File: src/rtl/vel_ramp_generator_if.sv
// Command channel into the velocity ramp generator: target velocity plus per-tick step.
// Latency: none, this is wiring only.
// Backpressure: cmd_ready from the slave; a beat transfers when cmd_valid && cmd_ready.
//   cmd_valid      : command present (master -> slave)
//   cmd_ready      : slave can take a command (slave -> master)
//   cmd_target_vel : signed 32-bit target velocity, counts per tick
//   cmd_accel      : unsigned 16-bit per-tick step magnitude, 0 = jump straight to target
interface vel_ramp_generator_if;
    logic               cmd_valid;
    logic               cmd_ready;
    logic signed [31:0] cmd_target_vel;
    logic        [15:0] cmd_accel;

    modport master (
        output cmd_valid,
        output cmd_target_vel,
        output cmd_accel,
        input  cmd_ready
    );

    modport slave (
        input  cmd_valid,
        input  cmd_target_vel,
        input  cmd_accel,
        output cmd_ready
    );
endinterface

File: src/rtl/vel_ramp_generator.sv
// Acceleration-limited velocity setpoint generator with a fixed-rate controlled stop.
// Latency: accept -> LOAD for one cycle -> first step on the next control tick (jump when step is 0).
// Backpressure: cmd_ready is high only in IDLE and RAMP; stop_req overrides and discards commands.
//   clk, reset       : system clock, asynchronous active-high reset
//   cmd              : command channel (slave side)
//   stop_req         : level stop request, ramps the setpoint to 0 at STOP_STEP per tick
//   desired_vel      : registered setpoint to the velocity loop
//   busy/at_target/stopping : state decodes; tick : one-cycle control tick strobe
module vel_ramp_generator #(
    parameter int UPDATE_DIV = 5000,
    parameter int STOP_STEP  = 64
) (
    input  logic               clk,
    input  logic               reset,
    vel_ramp_generator_if.slave cmd,
    input  logic               stop_req,
    output logic signed [31:0] desired_vel,
    output logic               busy,
    output logic               at_target,
    output logic               stopping,
    output logic               tick
);

    localparam int              CW          = $clog2(UPDATE_DIV);
    localparam logic [CW-1:0]   CNT_LAST    = CW'(UPDATE_DIV - 1);
    localparam logic [15:0]     STOP_STEP_W = 16'(STOP_STEP);

    typedef enum logic [1:0] {
        IDLE = 2'd0,
        LOAD = 2'd1,
        RAMP = 2'd2,
        STOP = 2'd3
    } state_t;

    state_t             state, state_nxt;
    logic [CW-1:0]      cnt;
    logic signed [31:0] tgt, tgt_nxt;
    logic [15:0]        step, step_nxt;
    logic signed [31:0] dv_nxt;
    logic signed [31:0] ramp_val;
    logic signed [31:0] stop_val;
    logic               accept;

    // One slew step from cur toward tgt_v. The difference is formed at 33 bits so
    // full-scale swings (e.g. min to max int) cannot wrap; once |diff| exceeds the
    // step, cur +/- step lies strictly between cur and the target and fits in 32 bits.
    function automatic logic signed [31:0] slew(
        input logic signed [31:0] cur,
        input logic signed [31:0] tgt_v,
        input logic        [15:0] stp
    );
        logic signed [32:0] diff;
        logic signed [32:0] mag;
        diff = {tgt_v[31], tgt_v} - {cur[31], cur};
        mag  = diff[32] ? -diff : diff;
        if ($unsigned(mag) <= {17'd0, stp})
            slew = tgt_v;
        else if (diff[32])
            slew = cur - $signed({16'd0, stp});
        else
            slew = cur + $signed({16'd0, stp});
    endfunction

    // Free-running tick divider; never restarted by commands or stop.
    always_ff @(posedge clk or posedge reset) begin
        if (reset)
            cnt <= '0;
        else if (cnt == CNT_LAST)
            cnt <= '0;
        else
            cnt <= cnt + CW'(1);
    end

    assign tick     = (cnt == CNT_LAST);
    assign ramp_val = slew(desired_vel, tgt, step);
    assign stop_val = slew(desired_vel, 32'sd0, STOP_STEP_W);

    assign cmd.cmd_ready = (state == IDLE) || (state == RAMP);
    assign accept        = cmd.cmd_valid && cmd.cmd_ready;

    assign busy      = (state != IDLE);
    assign at_target = (state == IDLE);
    assign stopping  = (state == STOP);

    always_ff @(posedge clk or posedge reset) begin
        if (reset) begin
            state       <= IDLE;
            desired_vel <= '0;
            tgt         <= '0;
            step        <= '0;
        end else begin
            state       <= state_nxt;
            desired_vel <= dv_nxt;
            tgt         <= tgt_nxt;
            step        <= step_nxt;
        end
    end

    always_comb begin
        state_nxt = state;
        dv_nxt    = desired_vel;
        tgt_nxt   = tgt;
        step_nxt  = step;

        case (state)
            IDLE: begin
                if (accept) begin
                    tgt_nxt   = cmd.cmd_target_vel;
                    step_nxt  = cmd.cmd_accel;
                    state_nxt = LOAD;
                end
            end
            LOAD: begin
                if (tgt == desired_vel) begin
                    state_nxt = IDLE;
                end else if (step == 16'd0) begin
                    dv_nxt    = tgt;
                    state_nxt = IDLE;
                end else begin
                    state_nxt = RAMP;
                end
            end
            RAMP: begin
                if (tick) begin
                    dv_nxt = ramp_val;
                    if (ramp_val == tgt)
                        state_nxt = IDLE;
                end
                // Retarget starts from whatever desired_vel holds now; no jump.
                if (accept) begin
                    tgt_nxt   = cmd.cmd_target_vel;
                    step_nxt  = cmd.cmd_accel;
                    state_nxt = LOAD;
                end
            end
            STOP: begin
                if (tick)
                    dv_nxt = stop_val;
                if ((desired_vel == 32'sd0) && !stop_req)
                    state_nxt = IDLE;
            end
            default: state_nxt = IDLE;
        endcase

        // Stop wins over everything: a command accepted this cycle is dropped
        // without touching target/step, and the LOAD jump is cancelled.
        if (stop_req) begin
            state_nxt = STOP;
            tgt_nxt   = tgt;
            step_nxt  = step;
            if (state == LOAD)
                dv_nxt = desired_vel;
        end
    end

endmodule

File: src/flat_wrapper.sv
// flat-port wrapper written by rule: the top's interface ports become plain ports
module vel_ramp_generator_flat 
#(
    parameter int UPDATE_DIV = 5000,
    parameter int STOP_STEP  = 64
)
  (clk, reset, stop_req, desired_vel, busy, at_target, stopping, tick, cmd_cmd_valid, cmd_cmd_target_vel, cmd_cmd_accel, cmd_cmd_ready);
  vel_ramp_generator_if cmd_i ();
  input  logic clk;
  input  logic reset;
  input  logic stop_req;
  output logic signed [31:0] desired_vel;
  output logic busy;
  output logic at_target;
  output logic stopping;
  output logic tick;
  input wire logic [$bits(cmd_i.cmd_valid)-1:0] cmd_cmd_valid;
  input wire logic [$bits(cmd_i.cmd_target_vel)-1:0] cmd_cmd_target_vel;
  input wire logic [$bits(cmd_i.cmd_accel)-1:0] cmd_cmd_accel;
  output wire logic [$bits(cmd_i.cmd_ready)-1:0] cmd_cmd_ready;
  assign cmd_i.cmd_valid = cmd_cmd_valid;
  assign cmd_i.cmd_target_vel = cmd_cmd_target_vel;
  assign cmd_i.cmd_accel = cmd_cmd_accel;
  assign cmd_cmd_ready = cmd_i.cmd_ready;
  vel_ramp_generator #(.UPDATE_DIV(UPDATE_DIV), .STOP_STEP(STOP_STEP)) u_core (.clk(clk), .reset(reset), .cmd(cmd_i), .stop_req(stop_req), .desired_vel(desired_vel), .busy(busy), .at_target(at_target), .stopping(stopping), .tick(tick));
endmodule
File: config.mk
export PLATFORM = sky130hd
export DESIGN_NAME = vel_ramp_generator_flat
export DESIGN_NICKNAME = d
export VERILOG_FILES = /design/src/rtl/vel_ramp_generator_if.sv /design/src/rtl/vel_ramp_generator.sv /design/src/flat_wrapper.sv
export SDC_FILE = /design/constraint.sdc
export NUM_CORES = 1
export LEC_CHECK = 0
export CAP_MARGIN = 40
export CORE_MARGIN = 5
export CORE_UTILIZATION = 29
export CTS_CLUSTER_DIAMETER = 100
export DETAILED_ROUTE_END_ITERATION = 10
export DONT_BUFFER_PORTS = 1
export HOLD_SLACK_MARGIN = 0.08
export PLACE_DENSITY = 0.52
export SKIP_CTS_REPAIR_TIMING = 1
export SYNTH_ARGS = -nofsm -noshare
export SYNTH_HDL_FRONTEND = slang
export SYNTH_SLANG_ARGS = --single-unit
File: constraint.sdc
create_clock -name clk -period 11.2 [get_ports clk]
set_clock_uncertainty 0.15 [all_clocks]
set_input_delay 2.24 -clock clk [delete_from_list [all_inputs] [get_ports clk]]
set_output_delay 2.24 -clock clk [all_outputs]
set_load 0.02 [all_outputs]
=== After elaboration in Yosys (flattened, before gate mapping) ===
Index checks and enable logic that the tools add are counted.

* Add/subtract/negate cells: 9
* Magnitude comparators: 2
* Equality and inequality tests: 11
* Mux-type cells: 23
* Bitwise logic cells: 1
* Reduce and logical (&&, ||, !) cells: 11

{| class="wikitable"
|+ Operators with widths
! kind !! count
|-
| two-way mux 32 bit || 10
|-
| case mux 32 bit (3 select lines) || 1
|-
| two-way mux 33 bit || 2
|-
| negator 33 bit || 2
|-
| equality test 32 bit || 2
|-
| <= comparator 33 x 16 -> 1 bit || 1
|-
| <= comparator 33 x 7 -> 1 bit, second input constant || 1
|-
| subtractor 1 x 32 -> 33 bit, first input constant || 1
|-
| subtractor 32 x 32 -> 33 bit || 1
|-
| adder 32 x 17 -> 32 bit || 1
|-
| adder 32 x 8 -> 32 bit, second input constant || 1
|-
| zero test 32 bit || 1
|-
| subtractor 32 x 17 -> 32 bit || 1
|-
| subtractor 32 x 8 -> 32 bit, second input constant || 1
|-
| zero test 16 bit || 1
|-
| two-way mux 2 bit || 8
|-
| adder 13 x 1 -> 13 bit, second input constant || 1
|-
| equality test 13 bit, second input constant || 1
|-
| two-way mux 13 bit || 1
|-
| != test 4 x 3 -> 1 bit, second input constant || 2
|-
| case mux 2 bit (4 select lines) || 1
|-
| != test 3 x 2 -> 1 bit, second input constant || 2
|-
| equality test 2 bit, second input constant || 2
|-
| AND reduction 4 bit || 1
|-
| 10 further kinds || 11
|}

* Flip-flop bits (word level): 95
* Output and inout port bits: 37
* Word-level logic and storage cells: 62

=== Longest topological paths before layout ===
Gate-level depths: netlist (run 1).

* Depth after elaboration: 11
* Depth in mapped cells: 31
* Gate-level depth less buffers: 28

=== Worst setup path before layout (run 1) ===
No wires, ideal clock.

* Kind: reg-to-reg
* Start: register u_core.desired_vel[10]
* End: register u_core.desired_vel[15]
* Library setup time: 0.126 ns
* Arrival: 6.654 ns
* Required time: 10.924 ns
* Path slack: 4.270 ns
* Cell stages (with the launch flop): 30
* Clock period less this slack: 6.930 ns
* Path through: dfrtp_1 clkbuf_1 inv_1 ha_1 buf_4 nand4_1 nor4_1 a21bo_2 nand2_2 nand2_1 a21oi_1 a2bb2oi_1 clkbuf_1 buf_1 nor2_1 xnor2_1 ha_1 o21ai_0 nand2b_1 a21oi_1 o21ai_0 a221oi_1 o211ai_1 a221o_1 or4_4 or4_4 nor3_4 nor2_2 buf_6 a221o_1

* Word-level cells in the longest chain between the ends: 9

{| class="wikitable"
|+ RTL lines
! what !! RTL line !! text
|-
| from (decl) || vel_ramp_generator.sv:17 || <nowiki>output logic signed [31:0] desired_vel,</nowiki>
|-
| from (signal assigned) || vel_ramp_generator.sv:93 || <nowiki>desired_vel <= dv_nxt;</nowiki>
|-
| subtractor 1 x 32 -> 33 bit / subtractor 32 x 32 -> 33 bit (equally long branches) || vel_ramp_generator.sv:54 || <nowiki>diff = {tgt_v[31], tgt_v} - {cur[31], cur};</nowiki>
|-
| negator 33 bit || vel_ramp_generator.sv:55 || <nowiki>mag = diff[32] ? -diff : diff;</nowiki>
|-
| two-way mux 33 bit || vel_ramp_generator.sv:55 ||
|-
| <= comparator 33 x 7 -> 1 bit / <= comparator 33 x 16 -> 1 bit (equally long branches) || vel_ramp_generator.sv:56 || <nowiki>if ($unsigned(mag) <= {17'd0, stp})</nowiki>
|-
| two-way mux 32 bit || vel_ramp_generator.sv:56 ||
|-
| two-way mux 32 bit (on tied branches) || vel_ramp_generator.sv:137, vel_ramp_generator.sv:124 ||
|-
| case mux 32 bit (3 select lines) * || vel_ramp_generator.sv:105 || <nowiki>case (state)</nowiki>
|-
| two-way mux 32 bit || vel_ramp_generator.sv:151 || <nowiki>if (state == LOAD)</nowiki>
|-
| two-way mux 32 bit * || vel_ramp_generator.sv:147 || <nowiki>if (stop_req) begin</nowiki>
|}

Every way passes the cells marked *; elsewhere a longest branch is shown, timed or not. The select of a mux whose other input is x is not followed.
A chain may end at the register's enable or synchronous reset.

=== Worst setup path in the final report (run 1) ===
* Start: register u_core.desired_vel[10]
* End: register u_core.desired_vel[31]

Same word-level chain as after synthesis.

==> flow_metrics.env, run 1 <==
export IMPL_hold_path_depth=1
export IMPL_power_density_nw_per_um2=46.73
export IMPL_hp_class="flop to flop"
export IMPL_placed_cell_area_um2=14310
export IMPL_dieArea_um2=51540
export IMPL_p_int_mw=0.5031
export IMPL_syn_to_final_growth_pct=7.035
export IMPL_synth_cells=1802
export IMPL_vias_per_cell=5.950
export IMPL_synth_fp_nets=1965
export IMPL_place_gp_congestion=0.9777
export IMPL_grt_pass1_vias=13240
export IMPL_min_delay_start="u_core.cnt[0]$_DFF_PP0_"
export IMPL_die_w_um=227.0
export IMPL_synthFlopType="dfrtp_1"
export IMPL_path_clk_slew_ps=90
export IMPL_hold_viol=0
export IMPL_yosys_register_bits=95
export IMPL_coreArea_um2=46560
export IMPL_crit_top_cell="a31oi_1"
export IMPL_finalSetupViolCount=0
export IMPL_nets=1923
export IMPL_period_minus_slack_ps=8029
export IMPL_start_kind="flop"
export IMPL_netSwitchingFraction=0.2635
export IMPL_yosysMostFrequentCell="nand2_1"
export IMPL_drt_iter0_markers=1217
export IMPL_clk_latency_ps=400
export IMPL_synth_top_area_frac=0.1740
export IMPL_dr_pass1_iters=5
export IMPL_pwr_share_clk=0.488
export IMPL_grt_max_degree=69
export IMPL_cts_tree="built"
export IMPL_finalWirelength_um=54580
export IMPL_antenna_found_initial=0
export IMPL_initial_utilization=0.2934
export IMPL_hpwl_um=44230
export IMPL_ys_seq_area_frac=0.1740
export IMPL_rr_startpoint="u_core.desired_vel[10]$_DFFE_PP0P_"
export IMPL_syn_area_per_cell_um2=7.580
export IMPL_cp_slowest_cell="dfrtp_1"
export IMPL_fin_hold_ws_ps=319.2
export IMPL_combPwrFrac=0.011
export IMPL_hold_end="u_core.cnt[0]$_DFF_PP0_"
export IMPL_required_ps=11310
export IMPL_grt_setup_unrepaired="false"
export IMPL_drv_cap=0
export IMPL_path_class="flop to flop"
export IMPL_seqPwrFrac=0.502
export IMPL_htreeDepth=3
export IMPL_die_y_um=227.0
export IMPL_synth_edf_count=0
export IMPL_tightest_slew_ps=942.5
export IMPL_crit_path_start="u_core.desired_vel[10]$_DFFE_PP0P_"
export IMPL_outcome="finished, final reports clean"
export IMPL_cp_top_family="compound AO/OA/AOI/OAI gates"
export IMPL_r2r_end="u_core.desired_vel[31]$_DFFE_PP0P_"
export IMPL_finalMaxSlewViolations=0
export IMPL_worstPathArrival_ps=8140
export IMPL_drive_gt1_frac=0.08329
export IMPL_via_count=14110
export IMPL_critPathCaptureType="flop"
export IMPL_clockBufferDepth=2
export IMPL_r2r_slack_ps=3170
export IMPL_path_max_fanout=34
export IMPL_period_share=0.7169
export IMPL_async_flop_share=1.000
export IMPL_design_area_um2=14620
export IMPL_yosysTopAreaCell="dfrtp_1"
export IMPL_synth_common_cells="nand2_1, nor2_1, a21oi_1, o21ai_0, xnor2_1"
export IMPL_netlist_top_cells_area="dfrtp_1, ha_1, xnor2_1, a21oi_1, o21ai_0"
export IMPL_final_setup_tns_ps=0
export IMPL_routedWlPerCell_um=23.01
export IMPL_ant_nets=0
export IMPL_netlist_area_um2=13660
export IMPL_max_slew_margin=0.3665
export IMPL_r2r_cells=28
export IMPL_vdd_drop_max_v=0.00007411
export IMPL_io_buffers=0
export IMPL_max_stage_delay_ps=800
export IMPL_switchingPower_mw=0.1800
export IMPL_diodes=0
export IMPL_numCtsBuffers=9
export IMPL_grt_usage=0.2064
export IMPL_row_count=79
export IMPL_cts_root_buf="clkbuf_16"
export IMPL_leakage_nw=6.068
export IMPL_boundaryPins=89
export IMPL_ys_types=109
export IMPL_grt_pass1_wl_um=82040
export IMPL_grt_overflow_total=0
export IMPL_drc=0
export IMPL_yosysWarnings=0
export IMPL_fmax_mhz=124.5
export IMPL_path_buf_inv=3
export IMPL_cts_sinks=95
[flip-flops by register name, summed over array words and instances, names as in the netlist]
register / cells
u_core.cnt: 13
u_core.state: 2
u_core.tgt: 32
u_core.step: 16
u_core.desired_vel: 32
[final cells by class]
type                            instances  area, um^2
Clock buffer                            9       225.2
Clock inverter                          7       81.33
Fill cell                            5001       31940
Inverter                               94       355.3
Multi-Input combinational cell       1534       10630
Sequential cell                        95        2377
Tap cell                              607       759.5
Timing Repair Buffer                   26       188.9
[cell families after synthesis]
group | count (synthesis) | synth area share
simple gates | 653 | 0.2494
mux | 47 | 0.03728
xor+xnor | 161 | 0.1038
flops | 95 | 0.1740
fa+ha+maj | 111 | 0.1033
buf+inv | 173 | 0.05203
compound gates | 562 | 0.2801
[how the worst max path moves through the flow]
stage / end / depth (start not counted)
final: u_core.desired_vel[31]$_DFFE_PP0P_ / 28
after global routing: u_core.desired_vel[31]$_DFFE_PP0P_ / 28
after CTS: u_core.desired_vel[31]$_DFFE_PP0P_ / 28
after detailed placement: u_core.desired_vel[31]$_DFFE_PP0P_ / 28
after global placement: u_core.desired_vel[28]$_DFFE_PP0P_ / 20
after floorplan: u_core.desired_vel[15]$_DFFE_PP0P_ / 29
[worst reg2reg max path: cells and delay by family (launching register included)]
kind / cells / cell delay [ps]
AOI/OAI and AO/OA: 13 / 2700
and+or+nand+nor: 8 / 1710
buffers and inverters: 3 / 900
adders and majority gates: 2 / 880
DFF: 1 / 800
xor gates and xnor gates: 2 / 750
[power groups by stage]
stage                     registers, mW  clock network (mW)  logic [mW]
after floorplan                   0.350                   0     0.00521
after global placement            0.349                   0     0.00798
after detailed placement          0.349                   0     0.00814
after CTS                         0.343               0.348     0.00815
after global routing              0.343               0.359     0.00927
final                             0.343               0.333     0.00747
[cell usage in the layout, fill, tap and decap left out, types with 44 or more instances in the layout]
cell and instances:
a21oi_1 130, dfrtp_1 95, ha_1 108, inv_1 90, nand2_1 152, nand3_1 51
nand4_1 44, nor2_1 145, nor3_1 61, o21ai_0 122, xnor2_1 114, xor2_1 46
[metal layers]
metal  track usage  part of all wire
met1        0.2917              0.46
met2        0.3272              0.45
met3       0.03017             0.064
met4       0.06327             0.029
met5             0                 0
[per-stage QoR]
step	worst slack (ps)	instances	util	power, mW
after floorplan	4270	1802	-	0.3547
after global placement	3025	2353	0.3071	0.3575
after detailed placement	3269	2356	0.3075	0.3576
after CTS	3239	2372	0.3140	0.6988
after global routing	2645	2372	0.3140	0.7106
final	3171	2372	0.3140	0.6832
(Power assumes the default switching activity.)
==> inputs of run 2 (changes only) <==
==> constraint.sdc (replaced) <==
create_clock -name clk -period 7.99 [get_ports clk]
set_clock_uncertainty 0.15 [all_clocks]
set_input_delay 1.598 -clock clk [delete_from_list [all_inputs] [get_ports clk]]
set_output_delay 1.598 -clock clk [all_outputs]
set_load 0.02 [all_outputs]
==> run 2 against run 1 <==
  * Sequential share of layout area shrank 0.34 points
  * Via count increased by 1.5%
  * Critical path depth decreased by 2
  * Critical path type unchanged
  * Largest cell class unchanged
  * Largest power group unchanged
==> flow_metrics.env, run 2 (synthesized netlist as in run 1, its figures left out) <==
export IMPL_hold_viol=0
export IMPL_instances_no_fill=2411
export IMPL_required_ps=8090
export IMPL_cts_root_buf="clkbuf_16"
export IMPL_max_stage_delay_ps=580
export IMPL_worstPathArrival_ps=7510
export IMPL_placed_cell_area_um2=14630
export IMPL_hpwl_um=44480
export IMPL_clk_latency_ps=390
export IMPL_place_ws_ps=683.4
export IMPL_drive_gt1_frac=0.1026
export IMPL_die_y_um=227.0
export IMPL_critPathCaptureType="flop"
export IMPL_vias_per_cell=5.942
export IMPL_grt_usage=0.2050
export IMPL_fin_hold_ws_ps=320.4
export IMPL_finalSetupViolCount=0
export IMPL_hold_path_depth=1
export IMPL_grt_pass1_vias=13530
export IMPL_final_setup_tns_ps=0
export IMPL_tightest_slew_ps=949.2
export IMPL_io_buffers=0
export IMPL_via_count=14330
export IMPL_power_density_nw_per_um2=65.12
export IMPL_dr_pass1_iters=5
export IMPL_initial_utilization=0.2934
export IMPL_reg_top3="u_core.desired_vel: 32 flops, u_core.tgt: 32 flops, u_core.step: 16 flops"
export IMPL_layout_commonest_cell="nand2_1"
export IMPL_place_gp_congestion=0.9675
export IMPL_syn_to_final_growth_pct=9.334
export IMPL_grt_max_degree=69
export IMPL_layout_common_cells="nand2_1, nor2_1, a21oi_1"
export IMPL_final_core_util=0.3208
export IMPL_max_slew_margin=0.3508
export IMPL_design_area_um2=14930
export IMPL_drt_iter0_markers=1270
export IMPL_rr_startpoint="u_core.desired_vel[11]$_DFFE_PP0P_"
export IMPL_coreArea_um2=46560
export IMPL_path_max_fanout=26
export IMPL_finalWirelength_um=54420
export IMPL_row_count=79
export IMPL_grt_overflow_total=0
export IMPL_dieArea_um2=51540
export IMPL_start_kind="flop"
export IMPL_r2r_slack_ps=580
export IMPL_period_share=0.9270
export IMPL_power_total_mw=0.9725
export IMPL_ant_nets=0
export IMPL_die_w_um=227.0
export IMPL_cp_slowest_cell="ha_1"
export IMPL_hold_end="u_core.cnt[0]$_DFF_PP0_"
export IMPL_r2r_end="u_core.state[1]$_DFFE_PP0P_"
export IMPL_path_clk_slew_ps=90
export IMPL_vdd_drop_max_v=0.00008067
export IMPL_grt_pass1_wl_um=81990
export IMPL_cts_tree="built"
export IMPL_drv_cap=0
export IMPL_antenna_found_initial=2
export IMPL_leakage_nw=6.253
export IMPL_cp_top_family="simple AND/OR/NAND/NOR gates"
export IMPL_boundaryPins=89
export IMPL_finalMaxSlewViolations=0
export IMPL_numCtsBuffers=9
export IMPL_cts_sinks=95
export IMPL_routedWlPerCell_um=22.57
export IMPL_grt_setup_unrepaired="false"
export IMPL_placedCellCount=2394
export IMPL_path_class="flop to flop"
export IMPL_min_delay_start="u_core.cnt[0]$_DFF_PP0_"
export IMPL_fill_cells=4965
export IMPL_hp_class="flop to flop"
export IMPL_nets=1961
export IMPL_fmax_mhz=135.0
export IMPL_path_buf_inv=1
export IMPL_drc=0
export IMPL_layout_setup_ws_ps=583.6
export IMPL_htreeDepth=3
export IMPL_outcome="finished, final reports clean"
export IMPL_period_minus_slack_ps=7406
export IMPL_clockBufferDepth=2
export IMPL_r2r_cells=26
run 2: cell count changes in the layout (fill, tap and decap cells not counted), sizes merged:
cell and change:
clkdlybuf4s15 +1, buf +37, diode +1
run 2: final cells by class:
cell class	instances	area (um^2)	area share
antenna	1	2.502	0.0001676
clock buffer	9	225.2	0.01508
clock inverter	7	81.33	0.005446
inverter	94	355.3	0.02379
multi-input combinational	1534	10630	0.7120
sequential	95	2377	0.1592
tap	607	759.5	0.05085
timing repair buffer	64	500.5	0.03351
run 2: worst max path at each step:
| stage | start | endpoint | slack [ps] | depth (start not counted) |
|---|---|---|---|---|
| 6_report | u_core.desired_vel[11]$_DFFE_PP0P_ | u_core.state[1]$_DFFE_PP0P_ | 580 | 26 |
| 5_1_grt | u_core.desired_vel[11]$_DFFE_PP0P_ | u_core.state[1]$_DFFE_PP0P_ | 210 | 25 |
| 4_1_cts | u_core.desired_vel[11]$_DFFE_PP0P_ | u_core.state[1]$_DFFE_PP0P_ | 640 | 26 |
| 3_5_place_dp | u_core.desired_vel[11]$_DFFE_PP0P_ | u_core.state[1]$_DFFE_PP0P_ | 680 | 26 |
| 3_3_place_gp | u_core.desired_vel[11]$_DFFE_PP0P_ | u_core.state[1]$_DFFE_PP0P_ | 610 | 26 |
| 2_1_floorplan | u_core.desired_vel[10]$_DFFE_PP0P_ | u_core.desired_vel[15]$_DFFE_PP0P_ | 1060 | 29 |
run 2: routing by layer:
layer / wire length [um] / vias to the layer above / track usage
met2: 24660 / 567 / 0.3304
li1: - / 6757 / -
met5: 0 / - / 0
met1: 24420 / 6930 / 0.2834
met3: 3629 / 71 / 0.02747
met4: 1714 / 0 / 0.07099
run 2: where the power goes:
group	leakage (nW)	internal (mW)	total, mW	switching [mW]
clock network	0.150	0.226	0.480	0.255
registers	1.10	0.480	0.480	0
logic	5.00	0.00217	0.0122	0.0100
run 2: worst register-to-register path, cell delays in order (launching register included):
cell and delay [ps]:
dfrtp_1 350, inv_1 140, ha_1 580, nand4_1 210, nor4_1 240, a21bo_2 280, nand2_2 150, nand2_1 70
a21oi_1 290, a2bb2oi_4 570, nor2_1 90, a21o_1 260, fa_1 490, xor2_1 230, xor2_1 350, o21ai_0 140
a2111oi_0 380, o311ai_0 260, or4_1 460, nor4_1 380, nand4_1 140, nor4_1 190, nand4_1 190, nor4_1 240
nand4_1 130, nor3_1 180, o21ai_0 120
==> inputs of run 3 (changes only) <==
--- a/config.mk
+++ b/config.mk
@@ -6,13 +6,15 @@
 export NUM_CORES = 1
 export LEC_CHECK = 0
 export CAP_MARGIN = 40
+export CELL_PAD_IN_SITES_DETAIL_PLACEMENT = 1
+export CELL_PAD_IN_SITES_GLOBAL_PLACEMENT = 1
 export CORE_MARGIN = 5
 export CORE_UTILIZATION = 29
 export CTS_CLUSTER_DIAMETER = 100
 export DETAILED_ROUTE_END_ITERATION = 10
 export DONT_BUFFER_PORTS = 1
 export HOLD_SLACK_MARGIN = 0.08
-export PLACE_DENSITY = 0.52
+export PLACE_DENSITY = 0.62
 export SKIP_CTS_REPAIR_TIMING = 1
 export SYNTH_ARGS = -nofsm -noshare
 export SYNTH_HDL_FRONTEND = slang
==> run 3 against run 2 <==
  * Routed wire length grew 7.5%
  * Critical path depth up 1
  * Hold slack got worse by 3.9 ps
  * Combinational power decreased by 7%
  * Sequential share of layout area about the same
  * First-iteration DRC count fell by 20%
  * Largest cell class unchanged
==> flow_metrics.env, run 3 (synthesized netlist as in run 1, its figures left out) <==
export IMPL_vias_per_cell=5.930
export IMPL_p_int_mw=0.7216
export IMPL_antenna_found_initial=1
export IMPL_cts_tree="built"
export IMPL_reg_top3="u_core.desired_vel: 32 flops, u_core.tgt: 32 flops, u_core.step: 16 flops"
export IMPL_diodes=0
export IMPL_final_core_util=0.3210
export IMPL_cts_root_buf="clkbuf_16"
export IMPL_pwr_share_clk=0.484
export IMPL_via_count=14330
export IMPL_routedWlPerCell_um=24.21
export IMPL_drc=0
export IMPL_multi_input_area_um2=10630
export IMPL_final_setup_tns_ps=0
export IMPL_clockBufferDepth=2
export IMPL_tightest_slew_ps=906.1
export IMPL_critPathCaptureType="flop"
export IMPL_design_area_um2=14940
export IMPL_path_buf_inv=2
export IMPL_place_gp_congestion=0.9359
export IMPL_seqCellArea_um2=2377
export IMPL_path_clk_slew_ps=80
export IMPL_crit_end="u_core.state[1]$_DFFE_PP0P_"
export IMPL_grt_setup_unrepaired="false"
export IMPL_layout_common_cells="nand2_1, nor2_1, a21oi_1"
export IMPL_drt_iter0_markers=1014
export IMPL_dieArea_um2=51540
export IMPL_grt_pass1_wl_um=88710
export IMPL_r2r_end="u_core.state[1]$_DFFE_PP0P_"
export IMPL_finalWirelength_um=58530
export IMPL_power_density_nw_per_um2=63.71
export IMPL_combPwrFrac=0.012
export IMPL_rr_startpoint="u_core.desired_vel[10]$_DFFE_PP0P_"
export IMPL_netSwitchingFraction=0.2421
export IMPL_coreArea_um2=46560
export IMPL_path_max_fanout=24
export IMPL_vdd_drop_max_v=0.00007427
export IMPL_outcome="finished, final reports clean"
export IMPL_ant_nets=0
export IMPL_fmax_mhz=136.8
export IMPL_max_slew_margin=0.3913
export IMPL_initial_utilization=0.2934
export IMPL_placed_cell_area_um2=14670
export IMPL_period_minus_slack_ps=7313
export IMPL_cts_sinks=95
export IMPL_boundaryPins=89
export IMPL_layout_commonest_cell="nand2_1"
export IMPL_r2r_cells=27
export IMPL_syn_to_final_growth_pct=9.407
export IMPL_grt_usage=0.2216
export IMPL_grt_overflow_total=0
export IMPL_cp_num_cells=27
export IMPL_dr_pass1_iters=5
export IMPL_grt_pass1_vias=14580
export IMPL_hold_viol=0
export IMPL_r2r_slack_ps=680
export IMPL_finalSetupViolCount=0
export IMPL_io_buffers=0
export IMPL_fill_cells=5674
export IMPL_start_kind="flop"
export IMPL_max_stage_delay_ps=580
export IMPL_die_w_um=227.0
export IMPL_hp_class="flop to flop"
export IMPL_period_share=0.9152
export IMPL_cp_top_family="simple AND/OR/NAND/NOR gates"
export IMPL_drive_gt1_frac=0.1044
export IMPL_row_count=79
export IMPL_required_ps=8120
export IMPL_seqPwrFrac=0.505
export IMPL_drv_cap=0
export IMPL_nets=1970
export IMPL_worstPathArrival_ps=7440
export IMPL_hpwl_um=47620
export IMPL_die_y_um=227.0
export IMPL_cp_slowest_cell="a2bb2oi_4"
export IMPL_leakage_nw=6.272
export IMPL_path_class="flop to flop"
export IMPL_htreeDepth=3
export IMPL_numCtsBuffers=9
export IMPL_crit_path_start="u_core.desired_vel[10]$_DFFE_PP0P_"
export IMPL_clk_latency_ps=390
export IMPL_finalMaxSlewViolations=0
export IMPL_grt_max_degree=69
export IMPL_switchingPower_mw=0.2305
==> run 3: worst min-delay path by stage <==
stage                                        from                       to  slack, ps  cells after the start
after floorplan           u_core.cnt[0]$_DFF_PP0_  u_core.cnt[0]$_DFF_PP0_        280                      1
after global placement    u_core.cnt[0]$_DFF_PP0_  u_core.cnt[0]$_DFF_PP0_        290                      1
after detailed placement  u_core.cnt[0]$_DFF_PP0_  u_core.cnt[0]$_DFF_PP0_        320                      1
after CTS                 u_core.cnt[0]$_DFF_PP0_  u_core.cnt[0]$_DFF_PP0_        330                      1
after global routing      u_core.cnt[0]$_DFF_PP0_  u_core.cnt[0]$_DFF_PP0_        350                      1
final                     u_core.cnt[0]$_DFF_PP0_  u_core.cnt[0]$_DFF_PP0_        320                      1
==> run 3: power by group through the flow <==
stage | clock network [mW] | logic, mW | registers [mW]
2_1_floorplan | 0 | 0.00730 | 0.490
3_3_place_gp | 0 | 0.0123 | 0.490
3_5_place_dp | 0 | 0.0125 | 0.490
4_1_cts | 0.471 | 0.0125 | 0.480
5_1_grt | 0.487 | 0.0136 | 0.480
6_report | 0.460 | 0.0113 | 0.480
==> run 3: per-layer routing <==
metal / up-vias / global-route usage / routed length (um) / share of wire
met5: - / 0 / 19 / 0.00032
met1: 7177 / 0.3037 / 27080 / 0.46
li1: 6756 / - / - / -
met2: 348 / 0.3759 / 27670 / 0.47
met4: 2 / 0.05710 / 1163 / 0.020
met3: 51 / 0.02205 / 2595 / 0.044
==> run 3: area by class of cell <==
type,count,area share
Timing Repair Buffer,73,0.03642
Multi-Input combinational cell,1534,0.7112
Clock inverter,3,0.003098
Inverter,94,0.02378
Sequential cell,95,0.1591
Tap cell,607,0.05082
Clock buffer,11,0.01557
==> run 3: through the flow <==
stage,total power [mW],hold slack [ps],setup WS [ps],std cells
final,0.9521,316.5,677.4,2417
after global placement,0.5022,294.9,822.0,2402
after CTS,0.9638,329.2,714.0,2417
after detailed placement,0.5024,321.2,801.2,2403
after floorplan,0.4973,282.9,1060,1802
after global routing,0.9807,353.6,208.8,2417
